File: config.mk
export PLATFORM = sky130hd
export DESIGN_NAME = cal_power_avg
export DESIGN_NICKNAME = d
export VERILOG_FILES = /design/src/rtl/cal_pkg.sv /design/src/rtl/cal_power_avg_u2f.sv /design/src/rtl/cal_power_avg.sv
export SDC_FILE = /design/constraint.sdc
export NUM_CORES = 1
export LEC_CHECK = 0
export ABC_AREA = 1
export BUFFER_PORTS_ARGS = -buffer_cell sky130_fd_sc_hd__buf_2
export CAP_MARGIN = 20
export CORE_MARGIN = 2
export CORE_UTILIZATION = 58
export CTS_CLUSTER_DIAMETER = 120
export CTS_CLUSTER_SIZE = 25
export DETAILED_ROUTE_END_ITERATION = 16
export GPL_TIMING_DRIVEN = 0
export HOLD_SLACK_MARGIN = 0.03
export PLACE_DENSITY = 0.8
export SYNTH_ARGS = -nofsm -noshare
export SYNTH_HDL_FRONTEND = slang
export SYNTH_SLANG_ARGS = --single-unit
File: constraint.sdc
create_clock -name clk -period 3.85 [get_ports clk]
set_clock_uncertainty 0.05 [all_clocks]
set_input_delay 0.77 -clock clk [delete_from_list [all_inputs] [get_ports clk]]
set_output_delay 0.77 -clock clk [all_outputs]
set_load 0.01 [all_outputs]
File: src/rtl/cal_pkg.sv
// Shared definitions for the cal-tone power averager:
// FSM state encoding and IEEE754 single-precision constants.
package cal_pkg;

  typedef enum logic [2:0] {
    IDLE,
    ACCUM,
    CONVERT,
    PRESENT,
    WAIT_ACK
  } cal_state_e;

  localparam int          FLOAT_BIAS   = 127;
  localparam int          FLOAT_MANT_W = 23;
  localparam logic [31:0] FLOAT_ZERO   = 32'h0;

endpackage

File: src/rtl/cal_power_avg_u2f.sv
// u2f_conv: combinational unsigned -> IEEE754 single, exponent reduced by off_i.
// Ports: val_i (IN_W unsigned), off_i (exp offset), f_o (float). Exact for IN_W <= 24.
module u2f_conv
  import cal_pkg::*;
#(
  parameter int IN_W  = 24,
  parameter int OUT_W = 32
) (
  input  logic [IN_W-1:0]  val_i,
  input  logic [7:0]       off_i,
  output logic [OUT_W-1:0] f_o
);

  localparam int MW1 = FLOAT_MANT_W + 1;

  logic [4:0]     p;
  logic [MW1-1:0] ext;
  logic [MW1-1:0] norm;
  logic [7:0]     exp_f;

  always_comb begin
    p = '0;
    for (int i = 0; i < IN_W; i++) begin
      if (val_i[i]) p = 5'(i);
    end
  end

  assign ext   = MW1'(val_i);
  // Left-justify so the leading one lands on the hidden-bit position.
  assign norm  = ext << (5'(FLOAT_MANT_W) - p);
  assign exp_f = 8'(FLOAT_BIAS) + {3'b0, p} - off_i;

  assign f_o = (val_i == '0) ? OUT_W'(FLOAT_ZERO)
             : OUT_W'({1'b0, exp_f, norm[FLOAT_MANT_W-1:0]});

endmodule

File: src/rtl/cal_power_avg.sv
// cal_power_avg: averages 4 cal-tone amplitudes over 2^LOG2_N samples, emits floats
// with a data_valid strobe, then waits for Corr_rdy. Optional: CAL_ACK_TIMEOUT_EN.
module cal_power_avg
  import cal_pkg::*;
#(
  parameter int DATA_WIDTH = 16,
  parameter int SF_WIDTH   = 32,
  parameter int LOG2_N     = 8,
  parameter int TIMEOUT    = 4096
) (
  input  logic                  clk,
  input  logic                  rst,
  input  logic                  cal_en,
  input  logic                  sample_valid,
  input  logic [DATA_WIDTH-1:0] chA_amp,
  input  logic [DATA_WIDTH-1:0] chB_amp,
  input  logic [DATA_WIDTH-1:0] chC_amp,
  input  logic [DATA_WIDTH-1:0] chD_amp,
  input  logic                  Corr_rdy,
  output logic [SF_WIDTH-1:0]   A_Cal,
  output logic [SF_WIDTH-1:0]   B_Cal,
  output logic [SF_WIDTH-1:0]   C_Cal,
  output logic [SF_WIDTH-1:0]   D_Cal,
  output logic                  data_valid,
  output logic                  busy,
  output logic                  ack_timeout
);

  localparam int AW = DATA_WIDTH + LOG2_N;

  if (AW > 24 || TIMEOUT < 2) begin : g_bad_cfg
    $error("cal_power_avg: unsupported configuration");
  end

  cal_state_e state_q, state_d;
  logic [LOG2_N-1:0]   cnt_q, cnt_d;
  logic [1:0]          ch_q, ch_d;
  logic [AW-1:0]       acc_q [4];
  logic [AW-1:0]       acc_d [4];
  logic [SF_WIDTH-1:0] cal_q [4];
  logic [SF_WIDTH-1:0] cal_d [4];
  logic                dv_q, dv_d;
  logic [DATA_WIDTH-1:0] amp [4];
  logic [SF_WIDTH-1:0] conv_f;

`ifdef CAL_ACK_TIMEOUT_EN
  localparam int TW = $clog2(TIMEOUT + 1);
  logic [TW-1:0] to_q, to_d;
  logic          tof_q, tof_d;
`endif

  assign amp[0] = chA_amp;
  assign amp[1] = chB_amp;
  assign amp[2] = chC_amp;
  assign amp[3] = chD_amp;

  u2f_conv #(
    .IN_W  (AW),
    .OUT_W (SF_WIDTH)
  ) u_conv (
    .val_i (acc_q[ch_q]),
    .off_i (8'(LOG2_N)),
    .f_o   (conv_f)
  );

  always_comb begin
    state_d = state_q;
    cnt_d   = cnt_q;
    ch_d    = ch_q;
    dv_d    = 1'b0;
    for (int i = 0; i < 4; i++) begin
      acc_d[i] = acc_q[i];
      cal_d[i] = cal_q[i];
    end
`ifdef CAL_ACK_TIMEOUT_EN
    to_d  = '0;
    tof_d = tof_q;
`endif
    unique case (state_q)
      IDLE: begin
        cnt_d = '0;
        ch_d  = '0;
        for (int i = 0; i < 4; i++) acc_d[i] = '0;
        if (cal_en) state_d = ACCUM;
      end
      ACCUM: begin
        if (!cal_en) begin
          state_d = IDLE;
        end else if (sample_valid) begin
          for (int i = 0; i < 4; i++)
            acc_d[i] = acc_q[i] + AW'(amp[i]);
          cnt_d = cnt_q + 1'b1;
          if (cnt_q == '1) state_d = CONVERT;
        end
      end
      CONVERT: begin
        cal_d[ch_q] = conv_f;
        ch_d = ch_q + 1'b1;
        if (ch_q == 2'd3) state_d = PRESENT;
      end
      PRESENT: begin
        dv_d    = 1'b1;
        state_d = WAIT_ACK;
      end
      WAIT_ACK: begin
        if (Corr_rdy) state_d = IDLE;
`ifdef CAL_ACK_TIMEOUT_EN
        else if (to_q == TW'(TIMEOUT - 1)) begin
          state_d = IDLE;
          tof_d   = 1'b1;
        end else begin
          to_d = to_q + 1'b1;
        end
`endif
      end
      default: state_d = IDLE;
    endcase
  end

  always_ff @(posedge clk) begin
    if (rst) begin
      state_q <= IDLE;
      cnt_q   <= '0;
      ch_q    <= '0;
      dv_q    <= 1'b0;
      for (int i = 0; i < 4; i++) begin
        acc_q[i] <= '0;
        cal_q[i] <= '0;
      end
    end else begin
      state_q <= state_d;
      cnt_q   <= cnt_d;
      ch_q    <= ch_d;
      dv_q    <= dv_d;
      for (int i = 0; i < 4; i++) begin
        acc_q[i] <= acc_d[i];
        cal_q[i] <= cal_d[i];
      end
    end
  end

`ifdef CAL_ACK_TIMEOUT_EN
  always_ff @(posedge clk) begin
    if (rst) begin
      to_q  <= '0;
      tof_q <= 1'b0;
    end else begin
      to_q  <= to_d;
      tof_q <= tof_d;
    end
  end
  assign ack_timeout = tof_q;
`else
  assign ack_timeout = 1'b0;
`endif

  assign A_Cal      = cal_q[0];
  assign B_Cal      = cal_q[1];
  assign C_Cal      = cal_q[2];
  assign D_Cal      = cal_q[3];
  assign data_valid = dv_q;
  assign busy       = (state_q != IDLE);

endmodule
==> qor.txt <==
LEAKAGE = 0.00706 µW
Worst hold-check path type = register to register
Final setup viols = 0
CP max FO = 10
Global Route Usage Sum = 32.8%
First-pass GRT wire length = 64500 µm
Clock Latency Late Sink = 500 ps
Net switching power = 3810 µW
Layout cells sized above 1 = 15.1%
Tmin final = 3640 ps
Dpl cell area = 14700 µm²
Synth top area cells = dfxtp_1, nand2_1, a21oi_1, ha_1, o21ai_0
Via density = 5.83
Sequential fraction of the synthesis area = 35.4%
Post-synth EDFFs = 0
PortBufs = 194
Die Area = 24200 µm²
Hold_buf cts = 0
Syn_area_per_cell = 6.95 µm²
Placeable Area = 22600 µm²
CTS sink count = 236
Status = completed
Worst slew pin tran = 821 ps
FF+latch count, synth = 236
Startpoint types = register
Total stage count of the critical path = 18
Maxcap violations = 0
Slew Viols, Final = 0
Crit path buf inv count = 7
Nets = 2278
Switching Fraction = 45.9%
Critical Path RT = 4150 ps
Placed insts = 2404
FF-to-FF path depth = 18
Hpwl dp = 31900 µm
Share of total power in combinational logic = 49.8%
Die Ht = 156 µm
Fin Setup TNS = 0 ps
Max incr delay on CP = 380 ps
Final hold violation count = 0
Cell taking the most area after synthesis = dfxtp_1
Hold EP = cal_q[0][27]
Arr. time, crit path = 3940 ps
Top Family by Delay on Critical Path = simple AND/OR/NAND/NOR gates
CP endpoint kind = register
Vias in the first global route = 12808
Slowest cell on crit path = nor2_1
Residual DRC = 0
Most frequent cells after synthesis = nand2_1, a21oi_1, dfxtp_1, inv_1, o21ai_0
Num CTS Buffers = 13
Final Worst Setup Slack = 211 ps
Routability cong. = 0.980
Share of total power in the clock network = 17.7%
Worst Hold Depth = 2
Max-slew headroom = 44.9%
Fillers = 2073
TritonCTS clock tree = done
Drt initial violations = 1421
Critical path type = register to register
Synth unique cells = 51
Root Buffer = clkbuf_16
Synth warn = 0
Count leader, synth = nand2_1
Worst Hold Launch = cal_q[0][27]
Hold Slack = 418 ps
Synth top area share = 35.4%
Async SR Flop Fraction = 0%
DR WL/cell = 16.9 µm
WL final = 41000 µm
Area Overhead vs Synth = 14.0%
Routed Antenna Nets = 0
Critical Path, Cell by Cell = inv_2 > buf_6 > buf_6 > buf_4 > buf_4 > a21oi_1 > a32oi_2 > nand2_2 > nor3_4 > nand2_2 > inv_2 > nand2_4 > inv_4 > ha_4 > nor2_1 > nand3_1 > nand3_1 > a21oi_1
Final Cell Area = 15200 µm²
Fmax = 275 MHz
Non-filler cells, final = 2421
Detailed-route via count = 14115
IO Pins = 200
Top FF cell, synth = dfxtp_1
Gate Count Post-Synth = 1921
P per Cell Area = 545 nW/µm²
Sequential share of power = 32.5%
DR pass1 iterations = 5
Die X = 156 µm
Unrepaired setup endpoints after global routing = false
# rows = 55
P_int = 4480 µW
Largest net degree at the start of global routing = 26
Starting Density = 59.0%
Initial antenna violation count = 1
Clk buf depth = 3
GRT overflow = 0
Clock-pin slew on the worst setup and hold paths = 110 ps
Maximum VDD drop = 0.342 mV
Worst reg2reg path endpoint = cal_q[3][17]
Worst slack at placement = -374 ps
R2R Setup Slk = 210 ps
Final period utilization = 94.5%
Synthesized area = 13300 µm²
Depth of the CTS H-tree = 1
==> layer usage <==
layer,track usage (%),vias up,share of wire (%)
met2,51.7,613,44
met4,9.96,0,2.6
met5,0,-,0
met1,45.9,6526,44
li1,-,6903,-
met3,5.72,73,8.9
==> worst max-delay path by stage <==
stage	startpoint	end	slack (ps)
floorplan	chA_amp[0]	acc_q[0][20]	440
global placement	chA_amp[0]	acc_q[0][20]	-270
detailed placement	chA_amp[0]	acc_q[0][20]	-370
CTS	register	cal_q[0][11]	2
global route	acc_q[2][1]	acc_q[2][21]	2
finish	register	cal_q[3][17]	210
==> flip-flops by register name, summed over array words and instances (netlist names), named ones only <==
signal,count
ch_q,2
acc_q,96
state_q,3
data_valid,1
cal_q,124
cnt_q,8
==> power groups by stage <==
stage / sequential, µW / combinational [µW] / clock [µW]
after floorplan: 2740 / 2710 / 0
after global placement: 2740 / 3800 / 0
after detailed placement: 2740 / 3840 / 0
after CTS: 2690 / 3890 / 1470
after global routing: 2710 / 4490 / 1560
final: 2690 / 4130 / 1470
==> worst register-to-register path: stages, from the launching register on <==
cell	delay [ps]
dfxtp_1	360
inv_2	90
buf_6	140
buf_6	150
buf_4	180
buf_4	200
a21oi_1	100
a32oi_2	270
nand2_2	130
nor3_4	220
nand2_2	110
inv_2	120
nand2_4	130
inv_4	130
ha_4	250
nor2_1	380
nand3_1	170
nand3_1	200
a21oi_1	110
==> cell families after synthesis <==
kind of cell | after synthesis | synth area share (%)
adder cells (fa/ha/maj) | 75 | 7.25
AO/OA/AOI/OAI | 566 | 23.4
other | 1 | 0.0281
AND/OR/NAND/NOR | 743 | 24.3
buffers and inverters | 299 | 9.52
flip-flops | 236 | 35.4
XOR/XNOR | 1 | 0.0656
==> repair_timing <==
action | CTS | global route
hold endpoints to repair | 0 | 0
endpoints found under the setup margin | 85 | 106
cloned | 0 | 0
pin swaps | 2 | 4
resized for setup | 8 | 34
setup buffers | 1 | 0
==> per-stage QoR <==
stage	total power, µW	utilization, %
3_5_place_dp	6580	64.9
3_3_place_gp	6540	64.9
4_1_cts	8050	66.7
6_report	8290	67.2
5_1_grt	8750	67.2
2_1_floorplan	5450	-
==> cell usage in the layout, fill, tap and decap left out, types with 66 or more instances in the layout <==
cell type,count
a21oi_1,274
nor2_1,73
clkbuf_1,66
inv_1,188
buf_2,203
nand2_1,411
o21ai_0,169
dfxtp_1,236
ha_1,69
nand3_1,167
==> cell type report <==
cell class              instances  area, µm²  area share, %
diodes                          1       2.50         0.0164
plain buffers                 101        537           3.53
clock buffers                  14        329           2.16
clock inverters                 2       25.0          0.164
inverters                     197        742           4.88
multi-input cells            1390       7520           49.4
flip-flops and latches        236       4720           31.0
well taps                     285        357           2.34
repair buffers                195        978           6.43
No activity file was read; power rests on OpenSTA's default activity.
